**src/rtl/reorder_buffer.sv**
```systemverilog
// Circular in-order retirement queue: allocates tags at issue, collects CDB results, retires the head in order.
// Optional build macro ROB_WB_BYPASS_EN lets the head retire in the same cycle its result arrives on the CDB.
module reorder_buffer #(
    parameter int ROB_SIZE_BIT = 3
) (
    input  logic                    clk_in,
    input  logic                    rst_n_in,
    input  logic                    rdy_in,
    input  logic                    issue_valid,
    input  logic                    issue_has_rd,
    input  logic [4:0]              issue_rd,
    input  logic                    issue_is_br,
    input  logic                    issue_pred_tk,
    input  logic [31:0]             issue_alt_pc,
    output logic                    issue_ready,
    output logic [ROB_SIZE_BIT-1:0] issue_tag,
    input  logic                    wb_valid,
    input  logic [ROB_SIZE_BIT-1:0] wb_tag,
    input  logic [31:0]             wb_val,
    input  logic                    wb_br_tk,
    output logic                    rf_dep_en,
    output logic [4:0]              rf_dep_id,
    output logic [ROB_SIZE_BIT-1:0] rf_dep_dep,
    output logic                    rf_val_en,
    output logic [4:0]              rf_val_id,
    output logic [ROB_SIZE_BIT-1:0] rf_val_dep,
    output logic [31:0]             rf_val_val,
    output logic                    rob_clear,
    output logic [31:0]             flush_pc,
    output logic [ROB_SIZE_BIT:0]   rob_count
);

    localparam int DEPTH = 1 << ROB_SIZE_BIT;
    localparam logic [ROB_SIZE_BIT:0]   FULL_CNT = DEPTH[ROB_SIZE_BIT:0];
    localparam logic [ROB_SIZE_BIT-1:0] TAG_ONE  = 1;
    localparam logic [ROB_SIZE_BIT:0]   CNT_ONE  = 1;

    logic [DEPTH-1:0] e_valid;
    logic [DEPTH-1:0] e_ready;
    logic [DEPTH-1:0] e_has_rd;
    logic [DEPTH-1:0] e_is_br;
    logic [DEPTH-1:0] e_pred_tk;
    logic [DEPTH-1:0] e_act_tk;
    logic [4:0]       e_rd     [DEPTH];
    logic [31:0]      e_alt_pc [DEPTH];
    logic [31:0]      e_val    [DEPTH];

    logic [ROB_SIZE_BIT-1:0] head;
    logic [ROB_SIZE_BIT-1:0] tail;
    logic [ROB_SIZE_BIT:0]   count;

    logic        head_ready;
    logic        head_act_tk;
    logic [31:0] head_val;
    logic        commit;
    logic        mispred;
    logic        issue;

`ifdef ROB_WB_BYPASS_EN
    logic wb_hit_head;
    always_comb begin
        wb_hit_head = wb_valid & (wb_tag == head);
        head_ready  = e_ready[head] | wb_hit_head;
        head_act_tk = wb_hit_head ? wb_br_tk : e_act_tk[head];
        head_val    = wb_hit_head ? wb_val : e_val[head];
    end
`else
    always_comb begin
        head_ready  = e_ready[head];
        head_act_tk = e_act_tk[head];
        head_val    = e_val[head];
    end
`endif

    always_comb begin
        commit      = rdy_in & e_valid[head] & head_ready;
        mispred     = commit & e_is_br[head] & (e_pred_tk[head] != head_act_tk);
        // A full queue still accepts when the head retires this cycle, but never during a flush.
        issue_ready = ~mispred & ((count < FULL_CNT) | commit);
        issue       = rdy_in & issue_valid & issue_ready;

        issue_tag   = tail;
        rf_dep_en   = issue & issue_has_rd;
        rf_dep_id   = issue_rd;
        rf_dep_dep  = tail;

        rf_val_en   = commit & e_has_rd[head];
        rf_val_id   = e_rd[head];
        rf_val_dep  = head;
        rf_val_val  = head_val;
        rob_clear   = mispred;
        flush_pc    = mispred ? e_alt_pc[head] : 32'h0;
        rob_count   = count;
    end

    always_ff @(posedge clk_in or negedge rst_n_in) begin
        if (!rst_n_in) begin
            head      <= '0;
            tail      <= '0;
            count     <= '0;
            e_valid   <= '0;
            e_ready   <= '0;
            e_has_rd  <= '0;
            e_is_br   <= '0;
            e_pred_tk <= '0;
            e_act_tk  <= '0;
            for (int i = 0; i < DEPTH; i++) begin
                e_rd[i]     <= '0;
                e_alt_pc[i] <= '0;
                e_val[i]    <= '0;
            end
        end else if (rdy_in) begin
            if (mispred) begin
                head    <= '0;
                tail    <= '0;
                count   <= '0;
                e_valid <= '0;
                e_ready <= '0;
            end else begin
                if (wb_valid && e_valid[wb_tag]) begin
                    e_val[wb_tag]    <= wb_val;
                    e_act_tk[wb_tag] <= wb_br_tk;
                    e_ready[wb_tag]  <= 1'b1;
                end
                if (commit) begin
                    e_valid[head] <= 1'b0;
                    e_ready[head] <= 1'b0;
                    head          <= head + TAG_ONE;
                end
                // Issue last: when full, tail == head and the new entry must win over the retire.
                if (issue) begin
                    e_valid[tail]   <= 1'b1;
                    e_ready[tail]   <= 1'b0;
                    e_has_rd[tail]  <= issue_has_rd;
                    e_rd[tail]      <= issue_rd;
                    e_is_br[tail]   <= issue_is_br;
                    e_pred_tk[tail] <= issue_pred_tk;
                    e_alt_pc[tail]  <= issue_alt_pc;
                    tail            <= tail + TAG_ONE;
                end
                if (issue && !commit)
                    count <= count + CNT_ONE;
                else if (commit && !issue)
                    count <= count - CNT_ONE;
            end
        end
    end

endmodule

```
**config.mk**
```make
export PLATFORM = sky130hd
export DESIGN_NAME = reorder_buffer
export DESIGN_NICKNAME = d
export VERILOG_FILES = /design/src/rtl/reorder_buffer.sv
export SDC_FILE = /design/constraint.sdc
export NUM_CORES = 1
export LEC_CHECK = 0
export BUFFER_PORTS_ARGS = -buffer_cell sky130_fd_sc_hd__buf_4
export CAP_MARGIN = 20
export CORE_MARGIN = 4
export CORE_UTILIZATION = 33
export CTS_CLUSTER_SIZE = 40
export DETAILED_ROUTE_END_ITERATION = 8
export GPL_TIMING_DRIVEN = 0
export SLEW_MARGIN = 20
export SYNTH_ARGS = -nofsm -noshare
export SYNTH_HDL_FRONTEND = slang
export SYNTH_SLANG_ARGS = --single-unit
```
**constraint.sdc**
```tcl
create_clock -name clk_in -period 4.4 [get_ports clk_in]
set_clock_uncertainty 0.05 [all_clocks]
set_input_delay 0.44 -clock clk_in [delete_from_list [all_inputs] [get_ports clk_in]]
set_output_delay 0.44 -clock clk_in [all_outputs]
set_load 0.01 [all_outputs]
```
==> metrics.txt, run 1 <==
Via Count=approximately 18000; GR Overflow Total=0; final net count=roughly 2300; Mean Syn Cell Area=13.9 um^2; Switch Pwr=0.00274 W; Worst-path clk slew=roughly 0.06 ns; number of flops mapped to enable cells by yosys=0; clock share of power=0.459; post-route ant nets=0; pre-CTS WS=-0.789 ns; CP Cell Sequence=buf_2, buf_2, buf_2, and3_2, clkbuf_4, clkdlybuf4s15_2, a22oi_1, nand3_1, buf_4; layout filler cell count=~7600; Crit Path Class=flop to output port; Pwr Density=378 nW/um^2; wl on met1=37.4 mm; io pins=172; initial antenna violation count=8; final wirelength=88.2 mm; Clock Sinks=610; Async SR Flop Fraction=1.00; Max Fclk=234 MHz; Pre-antenna DRT Iters=5; Arr. time, crit path=roughly 3.8 ns; slowest cell on the critical path=clkdlybuf4s15_2; Warnings, synthesis=0; Die X=about 290 um; met2 WL=41.9 mm; Int Pwr=~0.0095 W; slowest stage delay, CP=0.55 ns; cts bufs inserted=61; sequential power share=0.492; starting DRC count in detailed routing=1206; static leakage=15.4 nW; CTS tree=built; combinational fraction of design power=0.049; status=finished clean; number of global-route vias before repair=19600; CTS Buffer Depth=3; ys flop type=dfrtp_1; Peak VDD IR=0.000316 V; switching part of the total=0.223; area delta synth->final=19.7%; Final GP Congestion=roughly 0.85; core region area=80900 um^2; post-route minimum period=4.28 ns; library cells used by synthesis=73; DRC viols=0; Initial Utilization=0.335; Routed met3 length=about 6.2 mm; fin crit share=0.973; CP Capture Type=output port; register area=15300 um^2; Synth Register Bits=610; Hold Fails Final Rpt=0; multi-input logic area=about 11000 um^2; final slew viol count=0; max-cap check violation count=0; DPL Wire Length=58.4 mm; vias per cell=5.57; sequential share of the synthesized area=0.563; CP max FO=10; WL/cell=26.6 um; Die ar.=~87000 um^2; worst setup margin=0.120 ns; Startpoint Class=flop; Mapped Cells=1948; height of the chip=between 200 and 300 um; max layer used=met5; Relative slew margins=0.341; share of layout cells above drive strength 1=0.468; GRT Overall Usage=0.199; Worst path top cell family by delay=buffers and inverters; first-pass GRT wire length=130 mm; worst min-delay path class=primary input to flop; largest net degree at the start of global routing=107; CP most frequent cell=buf_2; root buffer cell=clkbuf_16; H-tree levels=2; CP required=3.91 ns; endpoints failing setup=0; Final Util=0.401; port bufs=171; RSZ-0062 raised after global routing=no; later-pin clock latency in the skew report=0.63 ns; CP bufs+invs=6; Least-Margin Pin Slew=0.988 ns; area of the mapped netlist=27100 um^2; Syn Nets=2034; Rows=104
## cells in the mapped netlist (all sizes together) (9+ instances only)
library cell / count / area [um^2]
a22oi: 117 / 878
o21ai: 28 / 166
dfrtp: 610 / 15300
nand4: 26 / 163
o22ai: 98 / 613
nor4: 11 / 68.8
mux2i: 22 / 220
buf: 90 / 671
nand3: 22 / 110
a211oi: 14 / 168
a221oi: 9 / 78.8
a21oi: 28 / 163
inv: 14 / 52.6
nor2: 49 / 191
clkbuf: 54 / 203
nand2: 25 / 101
nor3: 12 / 60.1
o221ai: 11 / 96.3
mux2: 592 / 6780
or4: 20 / 150
## per-layer routing
metal / global-route usage / vias up
met5: 0 / -
met4: 0.0590 / 8
met3: 0.0449 / 154
met2: 0.330 / 641
met1: 0.263 / 9777
li1: - / 7870
## cell families after synthesis
group           after synthesis  share of synthesized area
xor+xnor                      2                   0.000646
compound gates              356                     0.0977
simple gates                197                     0.0392
mux                         620                      0.263
buf+inv                     158                     0.0341
fa+ha+maj                     5                    0.00258
flops                       610                      0.563
## registers in the layout, indices dropped and copies added, names as in the netlist
signal	cells
e_has_rd	8
e_valid	8
e_alt_pc	256
e_rd	40
rob_count	4
e_is_br	8
e_ready	8
e_val	256
issue_tag	3
rf_val_dep	3
e_pred_tk	8
e_act_tk	8
## worst register-to-register path, delay by kind of cell, from the launching register on
| family | cells | cell delay, ns |
|---|---|---|
| and+or+nand+nor | 2 | 0.55 |
| AOI/OAI and AO/OA | 3 | 0.93 |
| buffers and inverters | 4 | 1.13 |
| DFF | 1 | 0.48 |
| muxes | 1 | 0.40 |
## cell type report
| class | instances | area share |
|---|---|---|
| diodes | 4 | 0.000308 |
| flip-flops and latches | 610 | 0.470 |
| multi-input cells | 1180 | 0.342 |
| clock inverters | 30 | 0.0131 |
| well taps | 1060 | 0.0409 |
| plain buffers | 141 | 0.0297 |
| inverters | 14 | 0.00162 |
| repair buffers | 189 | 0.0477 |
| clock buffers | 86 | 0.0546 |
## path summary, 6_finish.rpt
path / start / to / slack (ns) / cells after the start
hold / removal: issue_alt_pc[15] / e_alt_pc[143] / 0.05 / 2
hold reg to reg: e_pred_tk[5] / e_pred_tk[5] / 0.44 / 1
max in group asynchronous: rst_n_in / e_val[166] / 2.08 / 5
min in group asynchronous: rst_n_in / e_alt_pc[116] / 0.32 / 2
setup / recovery: rf_val_dep[1] / rf_val_val[31] / 0.12 / 9
setup reg to reg: rf_val_dep[0] / e_val[187] / 0.74 / 10
## cell usage in the layout, fill, tap and decap left out, drive strengths merged, types with 5 or more instances in the layout
cell | synthesis | routed
a211oi | 14 | 14
a21oi | 28 | 28
a221oi | 9 | 9
a22o | 8 | 8
a22oi | 117 | 117
buf | 90 | 275
bufinv | 0 | 9
clkbuf | 54 | 139
clkinv | 0 | 12
clkinvlp | 0 | 8
dfrtp | 610 | 610
inv | 14 | 15
mux2 | 592 | 592
mux2i | 22 | 22
mux4 | 6 | 6
nand2 | 25 | 25
nand2b | 7 | 7
nand3 | 22 | 22
nand4 | 26 | 26
nor2 | 49 | 49
nor3 | 12 | 12
nor4 | 11 | 11
o211ai | 5 | 5
o21ai | 28 | 28
o221ai | 11 | 11
o22a | 8 | 8
o22ai | 98 | 98
or4 | 20 | 20
## metrics by stage
step / hold slack (ns) / TNS, ns / power (W) / instances / cell area [um^2]
after floorplan: 0.0944 / 0 / 0.00640 / 1948 / 27100
after global placement: 0.416 / -2098.63 / 0.00668 / 3179 / 29700
after detailed placement: 0.405 / -21.48 / 0.00675 / 3186 / 29900
after CTS: 0.0137 / -0.000450 / 0.0124 / 3301 / 32300
after global routing: 0.0303 / 0 / 0.0127 / 3310 / 32500
final: 0.0495 / 0 / 0.0123 / 3314 / 32500
## power groups by stage
stage / Sequential [W] / Combinational [W] / Clock [W]
2_1_floorplan: 0.00610 / 0.000299 / 0
3_3_place_gp: 0.00613 / 0.000550 / 0
3_5_place_dp: 0.00614 / 0.000603 / 0
4_1_cts: 0.00604 / 0.000607 / 0.00575
5_1_grt: 0.00607 / 0.000666 / 0.00598
6_report: 0.00604 / 0.000599 / 0.00564
## repair_timing
| item | 4_1_cts | 5_1_grt |
|---|---|---|
| gates resized for setup | 77 | 27 |
| hold buffers | 1 | 0 |
| hold endpoints to repair | 75 | 0 |
| setup endpoints to repair | 73 | 49 |
| pin swaps | 1 | 2 |
| setup buffers | 0 | 10 |
Power figures use the tool's default switching activity.
==> inputs of run 2 (changes only) <==
==> constraint.sdc (replaced) <==
create_clock -name clk_in -period 4.8 [get_ports clk_in]
set_clock_uncertainty 0.05 [all_clocks]
set_input_delay 0.48 -clock clk_in [delete_from_list [all_inputs] [get_ports clk_in]]
set_output_delay 0.48 -clock clk_in [all_outputs]
set_load 0.01 [all_outputs]
==> metrics.txt, run 2 (synthesis gave the netlist of run 1 again) <==
status=finished clean; Worst-path clk slew=0.06 ns (about the same); cts bufs inserted=61 (unchanged); Pwr Density=349 nW/um^2 (-7.7%); post-route minimum period=4.70 ns; H-tree levels=2 (unchanged); Pre-antenna DRT Iters=5 (unchanged); Rows=104 (unchanged); largest net degree at the start of global routing=107 (unchanged); CP required=4.27 ns (+0.36 ns); Clock Sinks=610 (unchanged); CP Cell Sequence=buf_6, buf_2, clkbuf_2, and3_1, clkbuf_1, clkbuf_4, clkdlybuf4s18_2, a22oi_1, nand3_1, buf_4; Least-Margin Pin Slew=1.02 ns (+0.0312 ns); GR Overflow Total=0 (unchanged); CP Capture Type=output port; Hold Fails Final Rpt=0 (unchanged); commonest non-fill, non-tap cell in the layout=dfrtp_1; vias per cell=5.56 (-0.17%); Inst Count DP=3186 (unchanged); post-route ant nets=0 (unchanged); Relative slew margins=0.320 (-0.0208); register area=15300 um^2 (about the same); Final GP Congestion=0.847 (unchanged); Initial Utilization=0.335 (unchanged); GRT Overall Usage=0.199 (-0.000422); static leakage=15.3 nW (-0.62%); first-pass GRT wire length=130 mm (-0.10%); design area=32200 um^2 (-0.68%); worst min-delay path class=primary input to flop; height of the chip=295 um (unchanged); fin crit share=0.979; final wirelength=87.9 mm (-0.34%); multi-input logic area=11000 um^2 (-0.91%); Die ar.=86900 um^2 (unchanged); commonest cells after routing, fill and taps aside=dfrtp_1, mux2_2, buf_4; later-pin clock latency in the skew report=0.63 ns (about the same); # Post-CTS Setup Buffers=0 (unchanged); Crit Path Class=flop to output port; Final Util=0.398 (-0.00272); area delta synth->final=18.9%; Post-Layout Cell Count=3305 (-0.27%); share of layout cells above drive strength 1=0.454 (-0.0142); Die X=295 um (unchanged); final slew viol count=0 (unchanged); WL/cell=26.6 um (about the same); starting DRC count in detailed routing=1268 (+5.1%); worst setup margin=0.102 ns (-0.0180 ns); max-cap check violation count=0 (unchanged); layout filler cell count=7592 (+0.33%); slowest stage delay, CP=0.55 ns (about the same); endpoints failing setup=0 (unchanged); Startpoint Class=flop; Arr. time, crit path=4.17 ns (+0.38 ns); pre-CTS WS=-0.429 ns (+0.360 ns); CTS tree=built; number of global-route vias before repair=19600 (-0.11%); largest registers=e_alt_pc (256), e_val (256), e_rd (40); io pins=172 (unchanged); Via Count=18400 (-0.44%); initial antenna violation count=9 (+1); port bufs=171 (unchanged); Max Fclk=213 MHz; Peak VDD IR=0.000290 V (-8.4%); setup_tns=0 ns (unchanged); core region area=80900 um^2 (unchanged); DPL Wire Length=58.4 mm (unchanged); CTS Buffer Depth=3 (unchanged); DRC viols=0 (unchanged); root buffer cell=clkbuf_16; RSZ-0062 raised after global routing=no; CP max FO=10 (unchanged); slowest cell on the critical path=dfrtp_1; Post-DP Area=29900 um^2 (unchanged); final net count=2274 (-0.39%)
[run 2: changes by cell type in the layout (fill, tap and decap cells not counted), moves of 3 or more]
cell,delta
nor3_1,+3
nor4_1,+4
clkbuf_4,-11
nor3_2,-3
nor4_2,-3
buf_2,+3
clkbuf_1,+11
buf_4,-14
[run 2: final timing paths]
check	start	end	slack (ns)	depth (start not counted)
worst min register to register	e_rd[31]	e_rd[31]	0.44	1
worst max-delay path	rf_val_dep[0]	rf_val_val[31]	0.10	10
worst min-delay path	issue_alt_pc[15]	e_alt_pc[175]	0.09	2
max in group asynchronous	rst_n_in	e_val[166]	2.43	5
worst max register to register	rf_val_dep[0]	rob_count[3]	0.92	15
min in group asynchronous	rst_n_in	e_alt_pc[116]	0.37	2
[run 2: what timing repair did]
action,4_1_cts,5_1_grt
setup endpoints to repair,70,49
hold buffers,1,0
resized for setup,34,25
endpoints found under the hold margin,75,0
[run 2: final cells by class]
type,instances,share of cell area
well taps,1060,0.0411
multi-input cells,1180,0.341
repair buffers,179,0.0457
diodes,4,0.000310
clock inverters,30,0.0132
inverters,14,0.00163
flip-flops and latches,610,0.473
plain buffers,142,0.0286
clock buffers,86,0.0549
[run 2: per-layer routing]
| metal | wire, um | GRT usage | vias up |
|---|---|---|---|
| met1 | 37000 | 0.261 | 9691 |
| li1 | - | - | 7847 |
| met5 | 62 | 0 | - |
| met2 | 42100 | 0.332 | 672 |
| met4 | 2280 | 0.0538 | 10 |
| met3 | 6430 | 0.0463 | 149 |
[run 2: worst max-delay path, delay by kind of cell, from the launching register on]
kind | cells | cell delay [ns]
compound gates | 1 | 0.12
buf+inv | 7 | 2.39
simple gates | 2 | 0.46
flops | 1 | 0.55
[run 2: through the flow]
step           hold slack (ns)  total power, W
5_1_grt                 0.0704          0.0117
4_1_cts                 0.0537          0.0114
3_5_place_dp             0.430         0.00619
3_3_place_gp             0.416         0.00612
6_report                0.0914          0.0113
2_1_floorplan            0.134         0.00587
[run 2: where the power goes]
part / switching, W / leakage, nW / internal [W] / total, W
Sequential: 0.000135 / 8.25 / 0.00541 / 0.00554
Clock: 0.00211 / 1.06 / 0.00307 / 0.00517
Combinational: 0.000271 / 6.02 / 0.000277 / 0.000548
Total: 0.00251 / 15.3 / 0.00875 / 0.0113
==> inputs of run 3 (changes only) <==
--- a/config.mk
+++ b/config.mk
@@ -6,9 +6,9 @@
 export NUM_CORES = 1
 export LEC_CHECK = 0
 export BUFFER_PORTS_ARGS = -buffer_cell sky130_fd_sc_hd__buf_4
-export CAP_MARGIN = 20
 export CORE_MARGIN = 4
 export CORE_UTILIZATION = 33
+export CTS_BUF_LIST = sky130_fd_sc_hd__clkbuf_4 sky130_fd_sc_hd__clkbuf_8
 export CTS_CLUSTER_SIZE = 40
 export DETAILED_ROUTE_END_ITERATION = 8
 export GPL_TIMING_DRIVEN = 0
==> constraint.sdc (replaced) <==
create_clock -name clk_in -period 4.9 [get_ports clk_in]
set_clock_uncertainty 0.05 [all_clocks]
set_input_delay 0.49 -clock clk_in [delete_from_list [all_inputs] [get_ports clk_in]]
set_output_delay 0.49 -clock clk_in [all_outputs]
set_load 0.01 [all_outputs]
==> metrics.txt, run 3 (synthesis gave the netlist of run 1 again) <==
status=finished clean; Crit Path Class=flop to output port; WL/cell=25.9 um (-2.5%); static leakage=15.7 nW (+2.2%); endpoints failing setup=0 (unchanged); Post-Layout Cell Count=3422 (+3.5%); Relative slew margins=0.308 (-0.0127); later-pin clock latency in the skew report=0.72 ns (+0.09 ns); Peak VDD IR=0.000202 V (-30%); setup_tns=0 ns (unchanged); largest registers=e_alt_pc (256), e_val (256), e_rd (40); CP bufs+invs=7 (unchanged); combinational fraction of design power=0.053 (+0.004); Inst Count DP=3186 (unchanged); largest net degree at the start of global routing=107 (unchanged); final slew viol count=0 (unchanged); root buffer cell=clkbuf_8; GRT Overall Usage=0.201 (+0.00215); switching part of the total=0.230 (+0.00714); # Post-CTS Setup Buffers=0 (unchanged); H-tree levels=3 (+1); CP required=4.36 ns (+0.09 ns); Clock Sinks=610 (unchanged); worst hold slack=0.0544 ns (-0.0370 ns); cts bufs inserted=97 (+59%); Worst-path clk slew=0.06 ns (about the same); max-cap check violation count=0 (unchanged); fin crit share=0.983; final wirelength=88.7 mm (+0.92%); CP Capture Type=output port; Die ar.=86900 um^2 (unchanged); sequential power share=0.502 (+0.010); RSZ-0062 raised after global routing=yes; DPL Wire Length=58.4 mm (unchanged); Hold Fails Final Rpt=0 (unchanged); commonest cells after routing, fill and taps aside=dfrtp_1, mux2_2, buf_4; Via Count=18900 (+2.9%); CP max FO=10 (unchanged); initial antenna violation count=7 (-2); Startpoint Class=flop; Final GP Congestion=0.847 (unchanged); io pins=172 (unchanged); Max Fclk=208 MHz; Int Pwr=0.00833 W (-4.8%); Arr. time, crit path=4.28 ns (+0.11 ns); first-pass GRT wire length=131 mm (+1.1%); area delta synth->final=21.0%; core region area=80900 um^2 (unchanged); GR Overflow Total=0 (unchanged); design area=32800 um^2 (+1.8%); CP Cell Sequence=buf_6, buf_2, clkbuf_2, and3_1, clkbuf_1, clkbuf_4, clkdlybuf4s18_2, a22oi_1, nand3_1, buf_4; number of global-route vias before repair=20100 (+2.7%); slowest cell on the critical path=dfrtp_1; post-route minimum period=4.82 ns; clock share of power=0.445 (-0.014); Worst path top cell family by delay=buffers and inverters; Switch Pwr=0.00249 W (-0.81%); Post-DP Area=29900 um^2 (unchanged); commonest non-fill, non-tap cell in the layout=dfrtp_1; DRC viols=0 (unchanged); Least-Margin Pin Slew=1.04 ns (+0.0191 ns); height of the chip=295 um (unchanged); Initial Utilization=0.335 (unchanged); worst min-delay path class=primary input to flop; Pwr Density=330 nW/um^2 (-5.5%); post-route ant nets=0 (unchanged); Pre-antenna DRT Iters=5 (unchanged); Die X=295 um (unchanged); starting DRC count in detailed routing=1316 (+3.8%); flop2flop setup slack=1.02 ns (+0.10 ns); port bufs=171 (unchanged); share of layout cells above drive strength 1=0.461 (+0.00626); final net count=2368 (+4.1%); vias per cell=5.53 (-0.57%); CTS tree=built; slowest stage delay, CP=0.56 ns (about the same); Rows=104 (unchanged); CTS Buffer Depth=3 (unchanged)
[run 3: cell types whose count changed in the layout (fill, tap and decap cells not counted), moves of 2 or more]
| cell | change |
|---|---|
| clkbuf_8 | +115 |
| clkbuf_16 | -62 |
| dlygate4sd3_1 | +58 |
| clkbuf_4 | +32 |
| clkbuf_1 | -11 |
| clkinvlp_4 | -8 |
| bufinv_16 | -6 |
| clkbuf_2 | -3 |
| clkinv_2 | -3 |
| diode_2 | +2 |
[run 3: repair_timing]
action                                 CTS  global route
hold buffers                            59             0
endpoints found under the hold margin  434             0
gates resized for setup                 37            22
setup endpoints to repair               70            24
[run 3: path summary, 6_finish.rpt]
check | startpoint | cells after the start | end
setup / recovery | rf_val_dep[0] | 10 | rf_val_val[31]
hold / removal | issue_rd[3] | 2 | e_rd[13]
setup reg to reg | rf_val_dep[0] | 10 | e_val[8]
hold reg to reg | e_pred_tk[5] | 1 | e_pred_tk[5]
max in group asynchronous | rst_n_in | 5 | e_val[34]
min in group asynchronous | rst_n_in | 2 | e_alt_pc[116]
[run 3: final cells by class]
type | instances | area [um^2]
multi-input combinational | 1180 | 11000
fill | 7608 | 48100
antenna | 6 | 15.0
sequential | 610 | 15300
buffer | 142 | 931
timing repair buffer | 237 | 2050
clock buffer | 160 | 2000
inverter | 14 | 52.6
tap | 1060 | 1330
clock inverter | 13 | 166
[run 3: routing by layer]
| layer | vias up | GRT usage | routed length [um] |
|---|---|---|---|
| met4 | 8 | 0.0574 | 2480 |
| met2 | 703 | 0.333 | 42200 |
| met1 | 10000 | 0.264 | 38000 |
| met3 | 165 | 0.0474 | 5980 |
| met5 | - | 0 | 55 |
| li1 | 8021 | - | - |
[run 3: power groups by stage]
stage | registers (W) | clock network (W) | logic (W)
floorplan | 0.00548 | 0 | 0.000268
global placement | 0.00550 | 0 | 0.000494
detailed placement | 0.00552 | 0 | 0.000542
CTS | 0.00543 | 0.00491 | 0.000587
global route | 0.00545 | 0.00514 | 0.000641
finish | 0.00543 | 0.00482 | 0.000579
[run 3: through the flow]
stage | worst slack (ns) | power (W) | utilization
after global placement | -3.08 | 0.00599 | 0.367
after detailed placement | -0.339 | 0.00606 | 0.370
after CTS | -0.00817 | 0.0109 | 0.405
after floorplan | 1.57 | 0.00575 | -
final | 0.0838 | 0.0108 | 0.405
after global routing | -0.0273 | 0.0112 | 0.405
